<file path="src/rtl/tone_pkg.sv">
// Shared definitions for the tone generator: 100 MHz half-period table,
// FSM state encoding, note indices and the divisor helper.
package tone_pkg;

    typedef enum logic [1:0] {
        ST_IDLE  = 2'd0,
        ST_PLAY  = 2'd1,
        ST_DRAIN = 2'd2
    } tone_state_t;

    localparam int unsigned NOTE_C4 = 0;
    localparam int unsigned NOTE_D4 = 1;
    localparam int unsigned NOTE_E4 = 2;
    localparam int unsigned NOTE_F4 = 3;
    localparam int unsigned NOTE_G4 = 4;
    localparam int unsigned NOTE_A4 = 5;
    localparam int unsigned NOTE_B4 = 6;
    localparam int unsigned NOTE_C5 = 7;

    localparam int unsigned TABLE_SIZE = 8;

    localparam logic [31:0] HALF_PERIOD [0:7] = '{
        32'd191110, 32'd170265, 32'd151685, 32'd143172,
        32'd127551, 32'd113636, 32'd101215, 32'd95602
    };

    // Half-period in clocks after scaling and octave shift; never returns 0.
    function automatic logic [31:0] note_divisor(input logic [31:0] idx,
                                                 input logic octave_up,
                                                 input int unsigned shift);
        logic [31:0] w_d;
        if (idx < 32'(TABLE_SIZE))
            w_d = HALF_PERIOD[idx[2:0]] >> (shift + 32'(octave_up));
        else
            w_d = 32'd0;
        return (w_d == 32'd0) ? 32'd1 : w_d;
    endfunction

endpackage

</file>
<file path="src/rtl/beat_timer.sv">
// Free-running tempo counter: one-cycle tick and a toggling level every
// BEAT_CYCLES clocks; a sync pulse restarts the count silently.
module beat_timer #(
    parameter int BEAT_CYCLES = 25_000_000,
    parameter int BEAT_W      = 25
) (
    input  logic i_clk,
    input  logic i_rst,
    input  logic i_sync,
    output logic o_tick,
    output logic o_beat
);

    localparam logic [BEAT_W-1:0] LAST = BEAT_W'(BEAT_CYCLES - 1);

    logic [BEAT_W-1:0] r_bcnt;

    always_ff @(posedge i_clk or posedge i_rst) begin
        if (i_rst) begin
            r_bcnt <= '0;
            o_tick <= 1'b0;
            o_beat <= 1'b0;
        end else begin
            o_tick <= 1'b0;
            // Sync beats a coincident wrap: no tick, no toggle.
            if (i_sync) begin
                r_bcnt <= '0;
            end else if (r_bcnt == LAST) begin
                r_bcnt <= '0;
                o_tick <= 1'b1;
                o_beat <= ~o_beat;
            end else begin
                r_bcnt <= r_bcnt + BEAT_W'(1);
            end
        end
    end

endmodule

</file>
<file path="src/rtl/tone_clock_gen.sv">
// Selectable square-wave tone with glitch-free note changes and clean mute,
// plus the tempo beat generator.
module tone_clock_gen
    import tone_pkg::*;
#(
    parameter int          NUM_NOTES   = 8,
    parameter int          SEL_W       = 3,
    parameter int          CNT_W       = 18,
    parameter int unsigned DIV_SHIFT   = 0,
    parameter int          BEAT_CYCLES = 25_000_000,
    parameter int          BEAT_W      = 25
) (
    input  logic             CLK,
    input  logic             RESET,
    input  logic [SEL_W-1:0] NOTE_SEL,
    input  logic             OCTAVE_UP,
    input  logic             NOTE_VALID,
    input  logic             ENABLE,
    input  logic             BEAT_SYNC,
    output logic             TONE,
    output logic             BUSY,
    output logic [SEL_W-1:0] CUR_NOTE,
    output logic             BEAT,
    output logic             BEAT_TICK
);

    tone_state_t      r_state;
    logic [CNT_W-1:0] r_cnt;
    logic [CNT_W-1:0] r_dcur;
    logic [CNT_W-1:0] r_pend_d;
    logic [SEL_W-1:0] r_pend_sel;
    logic             r_pend_vld;

    logic             w_req_ok;
    logic             w_term;
    logic [CNT_W-1:0] w_div;

    assign w_req_ok = NOTE_VALID && (32'(NOTE_SEL) < 32'(NUM_NOTES));
    assign w_div    = CNT_W'(note_divisor(32'(NOTE_SEL), OCTAVE_UP, DIV_SHIFT));
    assign w_term   = (r_cnt == r_dcur - CNT_W'(1));

    always_ff @(posedge CLK or posedge RESET) begin
        if (RESET) begin
            r_state    <= ST_IDLE;
            r_cnt      <= '0;
            r_dcur     <= '0;
            r_pend_d   <= '0;
            r_pend_sel <= '0;
            r_pend_vld <= 1'b0;
            TONE       <= 1'b0;
            BUSY       <= 1'b0;
            CUR_NOTE   <= '0;
        end else begin
            case (r_state)
                ST_IDLE: begin
                    r_cnt <= '0;
                    TONE  <= 1'b0;
                    if (w_req_ok && ENABLE) begin
                        r_dcur   <= w_div;
                        CUR_NOTE <= NOTE_SEL;
                        r_state  <= ST_PLAY;
                        BUSY     <= 1'b1;
                    end
                end
                ST_PLAY: begin
                    r_cnt <= w_term ? '0 : r_cnt + CNT_W'(1);
                    if (!ENABLE) begin
                        r_pend_vld <= 1'b0;
                        // Low half already, or falling this cycle: stop now.
                        if (!TONE || w_term) begin
                            TONE    <= 1'b0;
                            r_cnt   <= '0;
                            r_state <= ST_IDLE;
                            BUSY    <= 1'b0;
                        end else begin
                            r_state <= ST_DRAIN;
                        end
                    end else begin
                        if (w_term) begin
                            TONE <= ~TONE;
                            if (r_pend_vld) begin
                                r_dcur     <= r_pend_d;
                                CUR_NOTE   <= r_pend_sel;
                                r_pend_vld <= 1'b0;
                            end
                        end
                        // Placed after the apply so a request on the terminal
                        // cycle survives as the next pending value.
                        if (w_req_ok) begin
                            r_pend_d   <= w_div;
                            r_pend_sel <= NOTE_SEL;
                            r_pend_vld <= 1'b1;
                        end
                    end
                end
                ST_DRAIN: begin
                    if (w_term) begin
                        r_cnt      <= '0;
                        TONE       <= 1'b0;
                        r_pend_vld <= 1'b0;
                        r_state    <= ST_IDLE;
                        BUSY       <= 1'b0;
                    end else begin
                        r_cnt <= r_cnt + CNT_W'(1);
                    end
                end
                default: begin
                    r_state <= ST_IDLE;
                    BUSY    <= 1'b0;
                end
            endcase
        end
    end

    beat_timer #(
        .BEAT_CYCLES(BEAT_CYCLES),
        .BEAT_W     (BEAT_W)
    ) u_beat (
        .i_clk (CLK),
        .i_rst (RESET),
        .i_sync(BEAT_SYNC),
        .o_tick(BEAT_TICK),
        .o_beat(BEAT)
    );

endmodule

</file>
<file path="config.mk">
export PLATFORM = sky130hd
export DESIGN_NAME = tone_clock_gen
export DESIGN_NICKNAME = d
export VERILOG_FILES = /design/src/rtl/tone_pkg.sv /design/src/rtl/beat_timer.sv /design/src/rtl/tone_clock_gen.sv
export SDC_FILE = /design/constraint.sdc
export NUM_CORES = 1
export LEC_CHECK = 0
export ABC_AREA = 1
export CAP_MARGIN = 20
export CORE_MARGIN = 1
export CORE_UTILIZATION = 60
export DETAILED_ROUTE_END_ITERATION = 10
export MAX_ROUTING_LAYER = met4
export PLACE_DENSITY = 0.75
export SYNTH_ARGS = -nofsm -noshare
export SYNTH_HDL_FRONTEND = slang
export SYNTH_SLANG_ARGS = --single-unit
</file>
<file path="constraint.sdc">
create_clock -name CLK -period 3.7 [get_ports CLK]
set_clock_uncertainty 0.1 [all_clocks]
set_input_delay 0.74 -clock CLK [delete_from_list [all_inputs] [get_ports CLK]]
set_output_delay 0.74 -clock CLK [all_outputs]
set_load 0.01 [all_outputs]
</file>
# --- Word level (Yosys, flattened, before mapping) ---
# Memories as Yosys holds them, arrays and structs flattened.
# Index checks and enable logic that the tools add are counted.
# Widths: inputs -> output; s select.
op_classes:
  add_sub_neg: 3
  magnitude_cmp: 1
  n_eq_ne: 13
  n_shift: 1
  n_mux: 38
  n_bitwise: 4
  reduce_logical: 14
op_table:
  columns: ["operator", "count"]
  rows:
  - ["$mux 18", 8]
  - ["$mux 32", 2]
  - ["$pmux 18 s3", 1]
  - ["$mux 25", 2]
  - ["$pmux 18 s2", 1]
  - ["$logic_not 32->1", 1]
  - ["$shr 32x1->32", 1]
  - ["$add 25x1->25 const B", 1]
  - ["$eq 25x25->1 const B", 1]
  - ["$add 18x1->18 const B", 1]
  - ["$eq 18x18->1", 1]
  - ["$sub 18x1->18 const B", 1]
  - ["$ne 2x2->1 const B", 7]
  - ["$mux 3", 4]
  - ["$mux 1", 11]
  - ["$mux 2", 4]
  - ["$reduce_and 4->1", 2]
  - ["$ne 3x3->1 const B", 2]
  - ["$pmux 1 s3", 2]
  - ["$pmux 2 s3", 1]
  - ["$pmux 3 s2", 1]
  - ["$reduce_and 3->1", 2]
  - ["$reduce_and 5->1", 1]
  - ["$ge 4x4->1 const B", 1]
  - ["12 further kinds", 15]
word_totals:
  reg_bits: 92
  romBits: 256
  wordCells: 87
  memories: 1
mem_list:
  columns: ["memory", "words", "width", "read_ports", "rd_ports_with_merged_regs", "write_ports", "line_no", "source"]
  rows:
  - ["(name not given)", 8, 32, 1, 0, 0, "tone_pkg.sv:33", "w_d = HALF_PERIOD[idx[2:0]] >> (shift + 32'(octave_up));"]

# --- Logic depth before layout (Yosys ltp) ---
# Gate-level depths: netlist of run 1.
logic_depth:
  ltp_word: 9
  ltp_mapped: 18
  mapped_depth_nobuf: 17

# --- Cells and area by module ---
# Synthesis of run 1 repeated with hierarchy kept, for this count alone.
unflattened:
  cells_unflattened: 861
  area_unflattened_um2: 6058.3
modules_own_cells:
  columns: ["module", "instances", "cells_each", "area_each_um2", "seq_area_each_um2"]
  rows:
  - ["tone_clock_gen", 1, 643, 4367.9, 1626.6]
  - ["beat_timer", 1, 218, 1690.4, 675.6]

# --- Worst setup path after synthesis of run 1 ---
# No wires, ideal clock.
synth_path:
  path_kind: "register -> register"
  start: "register r_dcur[0]"
  end: "register r_dcur[2]"
  t_arrival_ns: 1.986
  required_time_ns: 3.483
  slack_ns: 1.497
  path_stages_with_launch: 17
  synth_period_minus_slack_ns: 2.203
  cell_sequence: "dfrtp_1 inv_2 ha_1 nand3_4 nor2_4 nand3_1 nand2_1 clkinv_1 nor2_1 nand2_1 nor2_2 nand4_2 nand2_4 nand2_4 buf_6 nand2_1 nand2_1"
synth_between:
  elab_chain_cells: 4
synth_lines:
  columns: ["element", "line_no", "source"]
  rows:
  - ["start: declaration", "tone_clock_gen.sv:29", "logic [CNT_W-1:0] r_dcur;"]
  - ["start signal: assignment", "tone_clock_gen.sv:59", "r_dcur <= w_div;"]
  - ["start signal: assignment", "tone_clock_gen.sv:82", "r_dcur <= r_pend_d;"]
  - ["$sub 18x1->18", "tone_clock_gen.sv:40", "assign w_term = (r_cnt == r_dcur - CNT_W'(1));"]
  - ["$eq 18x18->1", "tone_clock_gen.sv:40", null]
  - ["$ne 2x2->1 (no line)", null, null]
  - ["$reduce_and 5->1 (no line)", null, null]
# No other way between the ends.
# A chain may end at the register's enable or synchronous reset.

# --- Worst setup path after layout of run 1 ---
layout_path:
  start: "register r_dcur[0]"
  end: "register r_dcur[13]"
# The elaborated chain is that of the path after synthesis.

==> results.md, run 1 <==
Flow run:
- Max-cap violations in this run came to 0.

Timing:
- The headroom to the max-slew limit is 0.474.
- For the final routed database, the setup TNS stands at 0 ps.
- Setup repair after global routing left no endpoint under its margin.
- The final period utilization is 0.724.
- The maximum achievable frequency is 373 MHz.
- Setup violations remaining at the end of the flow were counted as 0.
- The final critical path time including I/O delays and setup is 2680 ps.
- Final hold analysis gives a worst-case slack of 370 ps.
- For the pin with the worst max-slew slack, the measured transition is 789 ps.
- The final hold violation count is 0.
- The number of pins with negative max-slew slack in the final report is 0.

Cells and area:
- Compared with the post-synthesis result, the final layout area differs by 7.81%.
- The final instance area is 6180 µm².
- Summing all flip-flop and latch instances after layout gives 2300 µm².
- The antenna diode count is 0.
- The number of fillers in the final layout is 825.
- In the final layout, the multi-input gates occupy 2970 µm².
- The layout cell share with drive strength beyond 1 is 0.0619.
- For this run, the post-layout net count is 826.

GRT:
- The via count of the first global-routing pass came to 4721.
- The first-pass GRT wire length is 22000 µm.
- After global routing the overflow that remains totals 0.
- The pin count of the biggest net entering global routing is 52.
- The number of antenna violations at the first check in global routing was 0.
- Across every metal layer, demand over resource in global routing totals 0.289.

Yosys:
- The most used flip-flop cell after synthesis is sky130_fd_sc_hd__dfrtp_1.
- Sorting the synthesized cells by how often they occur yields sky130_fd_sc_hd__nand2_1 (241), sky130_fd_sc_hd__dfrtp_1 (92), sky130_fd_sc_hd__inv_1 (86), sky130_fd_sc_hd__o21ai_0 (66), sky130_fd_sc_hd__nand3_1 (63).
- The per-instance average area after synthesis is 7.22 µm².
- The number of nets in the synthesized netlist is 817.
- The number of synthesized flops with an enable pin is 0.
- Ranked by total cell area, the synthesized netlist is headed by sky130_fd_sc_hd__dfrtp_1 (40%), sky130_fd_sc_hd__nand2_1 (16%), sky130_fd_sc_hd__o21ai_0 (5.8%).
- For this run, the register share of the synthesized area comes to 0.402.
- The library cell with the highest instance count after synthesis is sky130_fd_sc_hd__nand2_1.
- Yosys printed 0 warnings.
- The mapped netlist covers 5730 µm².
- The count of different cell masters after synthesis is 40.
- The cell count after synthesis came out at 794.
- Of the post-synthesis cell area, the dominant cell type holds 0.402.
- After synthesis, the share of flip-flops with an asynchronous set or reset is 1.00.
- The synthesized design spends more area on one cell type than any other, namely sky130_fd_sc_hd__dfrtp_1.
- Synthesis inferred 92 register bits.

Setup path:
- For the worst setup path, the data required time is 3840 ps.
- Data arrives at the worst endpoint at 2820 ps.
- The worst-case reg-to-reg path depth is 15.
- The worst setup path is of the flip-flop to flip-flop kind.
- In this run the worst path has a maximum fanout of 22.
- In this run the critical register-to-register path is captured at r_dcur[13].
- The setup slack of the worst register-to-register path is 1020 ps.
- The startpoint of the most critical setup path is r_dcur[0].
- The launch point of the worst reg-to-reg path is r_dcur[0].
- The kind of start point of the critical path is a flip-flop.
- The endpoint of the worst setup timing path is r_dcur[13].
- STA classifies the critical path endpoint as a flip-flop.

CTS:
- Counting along the longest clock path gives a buffer depth of 2.
- The later-pin clock latency in the skew report is 360 ps.
- CTS placed an instance of sky130_fd_sc_hd__clkbuf_8 at the clock tree root.
- After clock tree synthesis, the setup repair step added 0 buffers.
- The clock tree from TritonCTS is done.
- The total of cells resized after clock tree synthesis is 0.
- The clock-pin slew on the worst setup and hold paths is 100 ps.
- Clock tree synthesis found a total of 92 sinks.
- Buffers inserted to repair hold after CTS numbered 0.
- The number of H-tree levels is 3.
- The number of clock buffers added by TritonCTS is 9.

Place:
- The detailed-placement wirelength estimate is 9530 µm.
- The placed instance area is 5980 µm².
- Buffers placed on the I/O ports in this run total 15.
- At the end of routability-driven placement, the weighted congestion stood at 0.976.

Status:
- The flow ran to the end, and the final reports show no timing, DRC or antenna violations.

Pwr:
- VDD sags by at most 0.325 mV.
- The leakage power is 2.95 nW.
- The power per unit of standard cell area is 634 nW/µm².

Floorplan:
- The number of placed I/O pins is 16.
- The floorplan step set the die width to 99.8 µm.
- The starting density of the core is 0.620.
- In this run the standard cell core region covers 9240 µm².
- The floorplan step defined a die boundary enclosing 9950 µm².
- In this run the core area contains 35 standard-cell rows.
- The vertical die dimension is 99.8 µm.

Route:
- The first-iteration detailed-routing DRC count is 325.
- After detailed routing, the average wire length per cell comes to 13.6 µm.
- After detailed routing, the number of vias per cell comes to 5.43.
- Detailed routing placed a total of 477 µm of wire on met3.
- The length of the first detailed-routing pass in iterations is 5.
- The count of antenna-violating nets left after detailed routing is 0.
- For this block, wires on met1 add up to 6250 µm.
- Summed over all layers, the routed wires come to 12800 µm.
- The amount of wire on met2 after detailed routing is 5750 µm.
- The final route contains 5087 vias.
- For this run, design rule violations remaining after detail routing come to 0.
- The highest routed metal layer is met4.

Min path:
- The worst hold path class is flip-flop to flip-flop.
-- final cells by class --
cell class / count / share of cell area
Timing Repair Buffer: 20 / 0.0324
Inverter: 93 / 0.0567
Multi-Input combinational cell: 587 / 0.480
Sequential cell: 92 / 0.372
Clock inverter: 6 / 0.0119
Clock buffer: 10 / 0.0206
Tap cell: 129 / 0.0261
-- placed cells by master (no fill, tap or decap), drive strengths merged --
cell / synthesis / routed
nand4: 8 / 8
nand2: 246 / 246
a221oi: 1 / 1
inv: 91 / 91
dfrtp: 92 / 92
or2: 2 / 2
clkbuf: 17 / 10
ha: 14 / 14
clkdlybuf4s50: 0 / 15
xor2: 21 / 21
mux2i: 1 / 1
bufinv: 0 / 1
xnor2: 8 / 8
nor3b: 4 / 4
nand3b: 4 / 4
nor4: 8 / 8
o21ai: 77 / 77
a21oi: 12 / 12
nor2: 69 / 69
a211oi: 3 / 3
clkinv: 2 / 5
and2: 2 / 2
clkinvlp: 0 / 2
buf: 5 / 5
o21a: 4 / 4
o22ai: 11 / 11
and3: 2 / 2
nor3: 22 / 22
nand3: 66 / 66
a21boi: 1 / 1
o211ai: 1 / 1
-- per-stage QoR --
stage	util	total power, mW	setup slack [ps]	std cells
floorplan	-	2.84	468	794
global placement	0.647	3.17	897	921
detailed placement	0.647	3.23	869	921
CTS	0.669	3.92	1060	937
global route	0.669	4.26	750	937
finish	0.669	3.92	1020	937
-- critical path, cell delays in order (launching register included) --
cell	delay [ps]
sky130_fd_sc_hd__dfrtp_1	440
sky130_fd_sc_hd__inv_2	120
sky130_fd_sc_hd__ha_1	270
sky130_fd_sc_hd__nand3_4	130
sky130_fd_sc_hd__nor2_4	220
sky130_fd_sc_hd__nand2_1	70
sky130_fd_sc_hd__nand2_1	60
sky130_fd_sc_hd__nand2_1	70
sky130_fd_sc_hd__nor2_1	120
sky130_fd_sc_hd__nand2_1	70
sky130_fd_sc_hd__nor2_2	140
sky130_fd_sc_hd__nand4_2	110
sky130_fd_sc_hd__nand2_4	240
sky130_fd_sc_hd__nand2_4	210
sky130_fd_sc_hd__nand2_1	110
sky130_fd_sc_hd__nand2_1	60
-- flip-flops by register name (all words and copies together) (netlist names) --
signal         count
TONE               1
r_dcur            18
u_beat.r_bcnt     25
r_state            2
BUSY               1
r_cnt             18
r_pend_vld         1
r_pend_sel         3
CUR_NOTE           3
u_beat.o_tick      1
u_beat.o_beat      1
r_pend_d          18
-- routing by layer --
metal	GRT usage	vias to the layer above
met5	-	-
met4	0.104	0
met3	0.0379	23
met2	0.439	122
met1	0.397	2356
li1	-	2586
-- power breakdown --
part           internal [mW]  switching, mW
combinational          0.583           1.17
clock                  0.320          0.367
sequential              1.25          0.223
total                   2.15           1.76
-- worst min-delay path by stage --
stage	endpoint	startpoint	cells after the start
floorplan	u_beat.r_bcnt[0]	u_beat.r_bcnt[0]	1
CTS	u_beat.o_beat	u_beat.o_beat	1
detailed placement	u_beat.o_beat	u_beat.o_beat	1
finish	u_beat.o_beat	u_beat.o_beat	1
global placement	u_beat.r_bcnt[0]	u_beat.r_bcnt[0]	1
global route	u_beat.r_bcnt[0]	u_beat.r_bcnt[0]	1
-- logic make-up after synthesis --
kind of cell,count (synthesis),synth area share
AOI/OAI and AO/OA,110,0.103
xor gates and xnor gates,29,0.0443
muxes,1,0.00175
buffers and inverters,115,0.0812
adders and majority gates,14,0.0306
and+or+nand+nor,433,0.338
DFF,92,0.402
No activity file was read; power rests on OpenSTA's default activity.
==> run 2, diff against run 1 <==
--- a/config.mk
+++ b/config.mk
@@ -8,10 +8,10 @@
 export ABC_AREA = 1
 export CAP_MARGIN = 20
 export CORE_MARGIN = 1
-export CORE_UTILIZATION = 60
+export CORE_UTILIZATION = 56
 export DETAILED_ROUTE_END_ITERATION = 10
 export MAX_ROUTING_LAYER = met4
-export PLACE_DENSITY = 0.75
+export PLACE_DENSITY = 0.73
 export SYNTH_ARGS = -nofsm -noshare
 export SYNTH_HDL_FRONTEND = slang
 export SYNTH_SLANG_ARGS = --single-unit
==> constraint.sdc (replaced) <==
create_clock -name CLK -period 2.24 [get_ports CLK]
set_clock_uncertainty 0.1 [all_clocks]
set_input_delay 0.448 -clock CLK [delete_from_list [all_inputs] [get_ports CLK]]
set_output_delay 0.448 -clock CLK [all_outputs]
set_load 0.01 [all_outputs]
==> run 2 against run 1 <==
Net effect: the run now ends with setup timing left; setup slack worse by 1100 ps; utilization increased by 1.8 points; combinational power up 120%; fmax up 17%; final area up 9.7%; routed wire length increased by 8.0%; final cell count up 5.1%; critical path depth up 2; total power up 87%; first-iteration DRC count is 7.7% lower; flip-flop and latch count is the same; sequential power increased by 64%; critical path type unchanged.
==> results.md, run 2 (synthesis results as in run 1) <==
Place:
- The detailed-placement wirelength estimate is 10300 µm (+8.1%).
- The number of buffer cells added on primary ports is 15 (unchanged).
- The final estimated routing congestion in global placement came to 0.899 (-7.9%).

CTS:
- The deepest clock path buffer count is 2 (unchanged).
- The buffer cell driving the clock tree root is sky130_fd_sc_hd__clkbuf_8.
- The later-pin clock latency in the skew report came to 390 ps (+30 ps).
- The clock tree from TritonCTS is done.
- The number of H-tree levels is 3 (unchanged).
- The number of CTS-inserted buffers is 9 (unchanged).
- The number of sinks handled by clock tree synthesis is 92 (unchanged).
- The clock-pin slew on the worst setup and hold paths is 100 ps (about the same).

Pwr:
- The leakage power is 3.24 nW (+9.9%).
- The total chip power is 7.34 mW (+87%).
- The cell-internal power came to 4.01 mW (+86%).
- The switching power summed over all nets is 3.32 mW (+89%).
- The portion of total power attributed to combinational logic was 0.522 (+0.074).
- The share of total power in the clock network is 0.149 (-0.026).
- The register share of total power came to 0.330 (-0.047).
- The worst vdd rail ir drop is 0.547 mV (+68%).
- The power per unit of standard cell area is 1080 nW/µm² (+71%).
- The net switching share of the total power is 0.453 (+0.00306).

Setup path:
- The buffers plus inverters on the worst setup path is 3 (+2).
- The critical path's largest stage delay came to 370 ps (-70 ps).
- The worst setup path is captured at a flip-flop.
- Walking the worst path, the cells encountered are inv_2 -> ha_4 -> inv_2 -> nand2_1 -> nand2_1 -> nor2_2 -> nand2_1 -> nor2_2 -> nand2_1 -> nor2_1 -> nand2_1 -> nor2_4 -> nand4_4 -> nand2_8 -> clkbuf_16 -> nand3_1 -> nand2_1.
- The classification of the worst setup path is flip-flop to flip-flop.
- The arrival time at the worst endpoint is 2520 ps (-300 ps).
- The peak fanout along the critical path is 7 (-68%).
- The worst setup path is launched from a flip-flop.
- In this design, the critical path's most frequently occurring cell is sky130_fd_sc_hd__nand2_1.
- The required arrival time at the worst endpoint is 2470 ps (-1370 ps).
- The slowest stage of the critical path is the sky130_fd_sc_hd__dfrtp_1 cell.
- The family of cells with the greatest summed delay on the critical path is simple AND/OR/NAND/NOR gates.

Cells and area:
- The storage element area was 2300 µm² (about the same).
- The largest register by flop count is u_beat.r_bcnt.
- The most common cell after layout, fill and taps aside is sky130_fd_sc_hd__nand2_1.
- From synthesis to final layout, the design area changed by 18.3%.
- The library cells used most frequently in the layout, excluding fill and tap cells, are sky130_fd_sc_hd__nand2_1 (233), sky130_fd_sc_hd__dfrtp_1 (91), sky130_fd_sc_hd__inv_1 (82).
- The net count reported at finish is 870 (+5.3%).
- The layout cell share with drive strength beyond 1 is 0.148 (+0.0860).
- The number of fillers in the final layout was 836 (+1.3%).
- The multi-input gate area in the final layout was 3180 µm² (+7.1%).
- The antenna diode count is 0 (unchanged).
- The core utilization of the finished layout was 0.687 (+0.0184).
- The flip-flop count of the largest register after layout is 25 (unchanged).

Timing:
- The maximum achievable frequency is 436 MHz (+17%).
- The final hold violation count came to 0 (unchanged).
- The final setup violation count is 30 (+30).
- The number of pins with negative max-slew slack in the final report is 0 (unchanged).
- The slew of the pin with the lowest slew margin is 404 ps (-384 ps).
- Setup repair after global routing could not meet its margin everywhere.
- The final critical path time including I/O delays and setup is 2290 ps (-384 ps).
- The headroom to the max-slew limit is 0.730 (+0.256).
- The slack of the critical path is -54.3 ps (-1080 ps).
- The final period utilization is 1.02 (+0.300).

Status:
- The checks that failed: setup timing.
- The run finished, with violations left.

Route:
- The per-cell routed wire length is 14.0 µm (+2.8%).
- The count of antenna-violating nets left after detailed routing is 0 (unchanged).
- The overall routed net length is 13800 µm (+8.0%).
- The first-iteration detailed-routing DRC count came to 300 (-7.7%).
- The via count came to 5239 (+3.0%).
- The DRC violation count after routing is 0 (unchanged).
- The length of the first detailed-routing pass in iterations was 4 (-1).
- The via count normalized by instance count is 5.32 (-2.0%).

Floorplan:
- The count of standard-cell rows was 36 (+2.9%).
- The overall die width is 103 µm (+3.4%).
- The number of placed I/O pins is 16 (unchanged).
- The area of the placeable core is 9860 µm² (+6.8%).
- The vertical die dimension is 103 µm (+3.4%).
- The starting density of the core is 0.581 (-0.0393).
- The area of the die came to 10600 µm² (+7.0%).

GRT:
- The via count of the first global-routing pass came to 4858 (+2.9%).
- The sum of overflow across all layers after global routing came to 0 (unchanged).
- The all-layer global routing usage was 0.288 (-0.000661).
- The pin count of the biggest net entering global routing came to 38 (-27%).
- The first-pass GRT wire length is 22600 µm (+2.6%).
- The number of antenna violations at the first check in global routing was 0 (unchanged).

Flow run:
- The total of max-cap violations was 0 (unchanged).

Min path:
- The worst hold path class is input port to async pin.
[run 2: changes by cell type in the layout (fill, tap and decap cells not counted), sizes merged]
cell,change
buf,+41
bufinv,-1
clkinv,-1
inv,+3
nand2,+2
[run 2: stage by stage]
stage / setup TNS (ps) / std cells / instance area [µm²] / setup WS [ps] / hold WS, ps
floorplan: 0 / 794 / 5740 / 36.7 / 333
global placement: -805 / 963 / 6320 / -52.7 / 350
detailed placement: -1970 / 963 / 6320 / -93.1 / 358
CTS: -1090 / 984 / 6610 / -78.0 / 286
global route: -7570 / 985 / 6780 / -245 / 321
finish: -550 / 985 / 6780 / -54.3 / 288
[run 2: metal layers]
layer  share of wire  GRT usage  routed length (µm)  up-vias
met4           0.028      0.131                 391        0
met5               0          -                   0        -
met2            0.47      0.455                6500       95
li1                -          -                   -     2678
met1            0.46      0.372                6390     2444
met3           0.038     0.0356                 520       22
[run 2: area by class of cell]
| type | count | area share |
|---|---|---|
| sequential | 92 | 0.340 |
| inverter | 93 | 0.0520 |
| tap | 133 | 0.0245 |
| clock inverter | 7 | 0.00996 |
| multi-input combinational | 589 | 0.468 |
| clock buffer | 9 | 0.0183 |
| timing repair buffer | 62 | 0.0871 |
[run 2: final timing paths]
kind                       depth (start not counted)  slack (ps)       endpoint     startpoint
max                                               17         -50    CUR_NOTE[2]      r_dcur[0]
min                                                2         290  u_beat.o_tick          RESET
max reg2reg                                       17         -50    CUR_NOTE[2]      r_dcur[0]
min reg2reg                                        1         370  u_beat.o_beat  u_beat.o_beat
max in group asynchronous                          3        1230      r_dcur[3]          RESET
min in group CLK                                   1         370  u_beat.o_beat  u_beat.o_beat
[run 2: power by group through the flow]
stage	clock network, mW	registers, mW	logic [mW]
5_1_grt	1.18	2.47	4.29
3_3_place_gp	0	2.41	3.19
3_5_place_dp	0	2.43	3.26
6_report	1.09	2.42	3.83
4_1_cts	1.12	2.41	3.50
2_1_floorplan	0	2.36	2.32
[run 2: timing repair]
action,4_1_cts,5_1_grt
pin swaps,6,19
gates resized for setup,15,32
endpoints found under the setup margin,35,45
cloned,2,1
hold buffers,0,0
setup buffers,3,2
[run 2: worst reg2reg max path: stages, from the launching register on]
cell and delay [ps]:
sky130_fd_sc_hd__dfrtp_1 370, sky130_fd_sc_hd__inv_2 60, sky130_fd_sc_hd__ha_4 270, sky130_fd_sc_hd__inv_2 30
sky130_fd_sc_hd__nand2_1 50, sky130_fd_sc_hd__nand2_1 50, sky130_fd_sc_hd__nor2_2 130, sky130_fd_sc_hd__nand2_1 80
sky130_fd_sc_hd__nor2_2 80, sky130_fd_sc_hd__nand2_1 60, sky130_fd_sc_hd__nor2_1 90, sky130_fd_sc_hd__nand2_1 90
sky130_fd_sc_hd__nor2_4 150, sky130_fd_sc_hd__nand4_4 130, sky130_fd_sc_hd__nand2_8 180, sky130_fd_sc_hd__clkbuf_16 180
sky130_fd_sc_hd__nand3_1 80, sky130_fd_sc_hd__nand2_1 70
==> run 3, diff against run 2 <==
--- a/config.mk
+++ b/config.mk
@@ -7,11 +7,13 @@
 export LEC_CHECK = 0
 export ABC_AREA = 1
 export CAP_MARGIN = 20
+export CORE_ASPECT_RATIO = 0.5
 export CORE_MARGIN = 1
 export CORE_UTILIZATION = 56
 export DETAILED_ROUTE_END_ITERATION = 10
 export MAX_ROUTING_LAYER = met4
 export PLACE_DENSITY = 0.73
+export RECOVER_POWER = 100
 export SYNTH_ARGS = -nofsm -noshare
 export SYNTH_HDL_FRONTEND = slang
 export SYNTH_SLANG_ARGS = --single-unit
==> run 3 against run 2 <==
Net effect: the run still ends with setup timing left; die area is 0.23% higher; flip-flop and latch count did not move; register-to-register slack lost 100 ps; largest power group unchanged.
==> results.md, run 3 (synthesis results as in run 1) <==
Route:
- The via count was 5371 (+2.5%).
- The DRC violation count after routing is 0 (unchanged).
- The first-iteration detailed-routing DRC count is 410 (+37%).
- The count of antenna-violating nets left after detailed routing was 0 (unchanged).
- The overall routed net length is 14400 µm (+4.2%).
- The length of the first detailed-routing pass in iterations is 6 (+2).
- The via count normalized by instance count is 5.40 (+1.5%).
- The per-cell routed wire length is 14.5 µm (+3.2%).

Pwr:
- The share of total power in the clock network is 0.208 (+0.059).
- The net switching share of the total power came to 0.422 (-0.0306).
- The register share of total power came to 0.300 (-0.030).
- The leakage power is 3.35 nW (+3.3%).
- The worst vdd rail ir drop is 0.532 mV (-2.6%).
- The cell-internal power is 4.68 mW (+17%).
- The total chip power is 8.10 mW (+10%).
- The power per unit of standard cell area was 1150 nW/µm² (+6.4%).
- The portion of total power attributed to combinational logic is 0.492 (-0.030).
- The switching power summed over all nets is 3.42 mW (+2.9%).

Setup path:
- The required arrival time at the worst endpoint is 2380 ps (-90 ps).
- The signal on the critical path passes through inv_2 -> ha_4 -> nand3_4 -> nor2_4 -> nand3_1 -> nand2_1 -> clkinv_1 -> nor2_1 -> nand2_1 -> nor2_4 -> nand4_4 -> nand2_8 -> buf_12 -> nand2_8 -> nand2_1 -> nand2_1.
- The most numerous cell type found on the critical path is sky130_fd_sc_hd__nand2_1.
- The critical path's largest stage delay is 410 ps (+40 ps).
- STA classifies the critical path startpoint as a flip-flop.
- The worst-case reg-to-reg path depth is 16 (-1).
- The worst setup path is captured at a flip-flop.
- The arrival time at the worst endpoint is 2530 ps (about the same).
- Tracing the worst setup path back leads to its startpoint at r_dcur[1].
- The endpoint of the worst setup timing path is r_dcur[4].
- The setup slack of the worst register-to-register path is -160 ps (-100 ps).
- In this run the critical register-to-register path is captured at r_dcur[4].
- The peak fanout along the critical path came to 11 (+4).
- Among all stages on the critical path, the largest delay is contributed by sky130_fd_sc_hd__dfrtp_1.
- The worst setup path is of the flip-flop to flip-flop kind.
- The launch point of the worst reg-to-reg path is r_dcur[1].

Place:
- The final estimated routing congestion in global placement came to 0.868 (-3.4%).
- The total placed cells including tap cells was 971 (+0.83%).
- The number of buffer cells added on primary ports came to 15 (unchanged).
- The placed instance area was 6380 µm² (+0.95%).
- The detailed-placement wirelength estimate is 10200 µm (-1.5%).

Timing:
- The slew of the pin with the lowest slew margin is 1430 ps (+1030 ps).
- The final critical path time including I/O delays and setup is 2400 ps (+103 ps).
- The number of pins with negative max-slew slack in the final report was 0 (unchanged).
- Setup repair after global routing could not meet its margin everywhere.
- The final period utilization came to 1.07 (+0.0459).
- The final hold violation count is 0 (unchanged).
- The headroom to the max-slew limit is 0.0458 (-0.684).
- The maximum achievable frequency is 417 MHz (-4.3%).
- The final setup violation count came to 41 (+37%).
- The slack of the critical path is -157 ps (-103 ps).

GRT:
- The via count of the first global-routing pass is 5072 (+4.4%).
- The sum of overflow across all layers after global routing is 0 (unchanged).
- The pin count of the biggest net entering global routing came to 59 (+55%).
- The all-layer global routing usage came to 0.296 (+0.00847).
- The first-pass GRT wire length was 24000 µm (+6.1%).
- The number of antenna violations at the first check in global routing is 0 (unchanged).

CTS:
- The clock-pin slew on the worst setup and hold paths is 70 ps (-30 ps).
- The number of sinks handled by clock tree synthesis came to 92 (unchanged).
- The deepest clock path buffer count is 2 (unchanged).
- The clock tree from TritonCTS is done.
- The number of CTS-inserted buffers is 9 (unchanged).
- The later-pin clock latency in the skew report is 350 ps (-40 ps).
- The buffer cell driving the clock tree root is sky130_fd_sc_hd__clkbuf_16.
- The number of hold-repair buffers added at the cts stage is 0 (unchanged).
- The number of H-tree levels is 3 (unchanged).

Flow run:
- The total of max-cap violations is 0 (unchanged).

Status:
- The run finished, with violations left.
- The checks that failed: setup timing.

Floorplan:
- The vertical die dimension is 73.5 µm (-29%).
- The overall die width is 145 µm (+41%).
- The count of standard-cell rows was 25 (-31%).
- The starting density of the core is 0.591 (+0.0100).
- The area of the placeable core came to 9700 µm² (-1.7%).
- The number of placed I/O pins is 16 (unchanged).
- The area of the die came to 10700 µm² (+0.23%).

Min path:
- The path class of the tightest hold or removal check is flip-flop to flip-flop.

Cells and area:
- The net count reported at finish is 879 (+1.0%).
- The final instance area is 7030 µm² (+3.7%).
- The number of cells in the finished layout apart from fillers was 995 (+1.0%).
- The area growth from synthesis to layout is 22.7%.
- The most common cell after layout, fill and taps aside is sky130_fd_sc_hd__nand2_1.
- The top cell types in the final layout, fill and taps aside, are sky130_fd_sc_hd__nand2_1 (230), sky130_fd_sc_hd__dfrtp_1 (91), sky130_fd_sc_hd__inv_1 (82).
- The flip-flop count of the largest register after layout is 25 (unchanged).
- The largest register by flop count is u_beat.r_bcnt.
- The layout cell share with drive strength beyond 1 is 0.162 (+0.0137).
- The antenna diode count is 0 (unchanged).
-- run 3: cell count changes in the layout (fill, tap and decap cells not counted), moves of 4 or more --
| cell | previous run | this run |
|---|---|---|
| sky130_fd_sc_hd__clkbuf_16 | 1 | 10 |
| sky130_fd_sc_hd__clkbuf_8 | 9 | 0 |
| sky130_fd_sc_hd__clkdlybuf4s50_1 | 15 | 7 |
| sky130_fd_sc_hd__dlygate4sd3_1 | 0 | 8 |
| sky130_fd_sc_hd__nand2_2 | 9 | 14 |
| sky130_fd_sc_hd__nand3_1 | 51 | 58 |
| sky130_fd_sc_hd__nand3_2 | 14 | 5 |
| sky130_fd_sc_hd__o21ai_1 | 12 | 8 |
| sky130_fd_sc_hd__o21ai_2 | 0 | 5 |
| sky130_fd_sc_hd__o22ai_1 | 11 | 1 |
| sky130_fd_sc_hd__o22ai_2 | 0 | 9 |
-- run 3: worst max-delay path: cells and delay by family, from the launching register on --
kind | cells | cell delay [ps]
and+or+nand+nor | 12 | 1320
DFF | 1 | 410
buffers and inverters | 3 | 280
adders and majority gates | 1 | 160
-- run 3: layout make-up --
| class | instances | area (µm²) |
|---|---|---|
| Multi-Input combinational cell | 588 | 3220 |
| Inverter | 93 | 355 |
| Tap cell | 135 | 169 |
| Timing Repair Buffer | 72 | 658 |
| Clock inverter | 6 | 96.3 |
| Fill cell | 773 | 2670 |
| Clock buffer | 9 | 225 |
| Sequential cell | 92 | 2300 |
-- run 3: layer usage --
metal / global-route usage / up-vias / wire (µm) / share of wire
met4: 0.0854 / 0 / 261 / 0.018
li1: - / 2685 / - / -
met2: 0.492 / 168 / 6630 / 0.46
met3: 0.0559 / 34 / 876 / 0.061
met5: - / - / 0 / 0
met1: 0.377 / 2484 / 6610 / 0.46
-- run 3: how the worst min path moves through the flow --
stage | from | end | slack [ps] | cells past startpoint
5_1_grt | u_beat.o_beat | u_beat.o_beat | 390 | 1
4_1_cts | u_beat.r_bcnt[0] | u_beat.r_bcnt[0] | 370 | 1
2_1_floorplan | u_beat.r_bcnt[0] | u_beat.r_bcnt[0] | 330 | 1
6_report | CUR_NOTE[2] | CUR_NOTE[2] | 370 | 2
3_5_place_dp | u_beat.r_bcnt[0] | u_beat.r_bcnt[0] | 360 | 1
3_3_place_gp | u_beat.r_bcnt[0] | u_beat.r_bcnt[0] | 350 | 1
-- run 3: power by group through the flow --
stage | sequential [mW] | clock (mW) | combinational, mW
3_5_place_dp | 2.43 | 0 | 3.30
4_1_cts | 2.41 | 1.69 | 3.70
3_3_place_gp | 2.41 | 0 | 3.22
5_1_grt | 2.49 | 1.75 | 4.48
6_report | 2.43 | 1.68 | 3.98
2_1_floorplan | 2.36 | 0 | 2.32
-- run 3: timing repair --
item | in CTS | in global routing
cloned | 2 | 1
setup endpoints to repair | 36 | 49
hold endpoints to repair | 0 | 0
pin swaps | 2 | 10
buffers inserted | 3 | 3
gates resized for setup | 19 | 45
-- run 3: through the flow --
stage | hold WS, ps | setup TNS, ps | utilization | setup slack, ps
after global placement | 347 | -1740 | 0.658 | -117
after global routing | 390 | -19360 | 0.725 | -296
after CTS | 366 | -1870 | 0.707 | -108
final | 367 | -5030 | 0.725 | -157
after floorplan | 333 | 0 | - | 36.7
after detailed placement | 356 | -3190 | 0.658 | -175
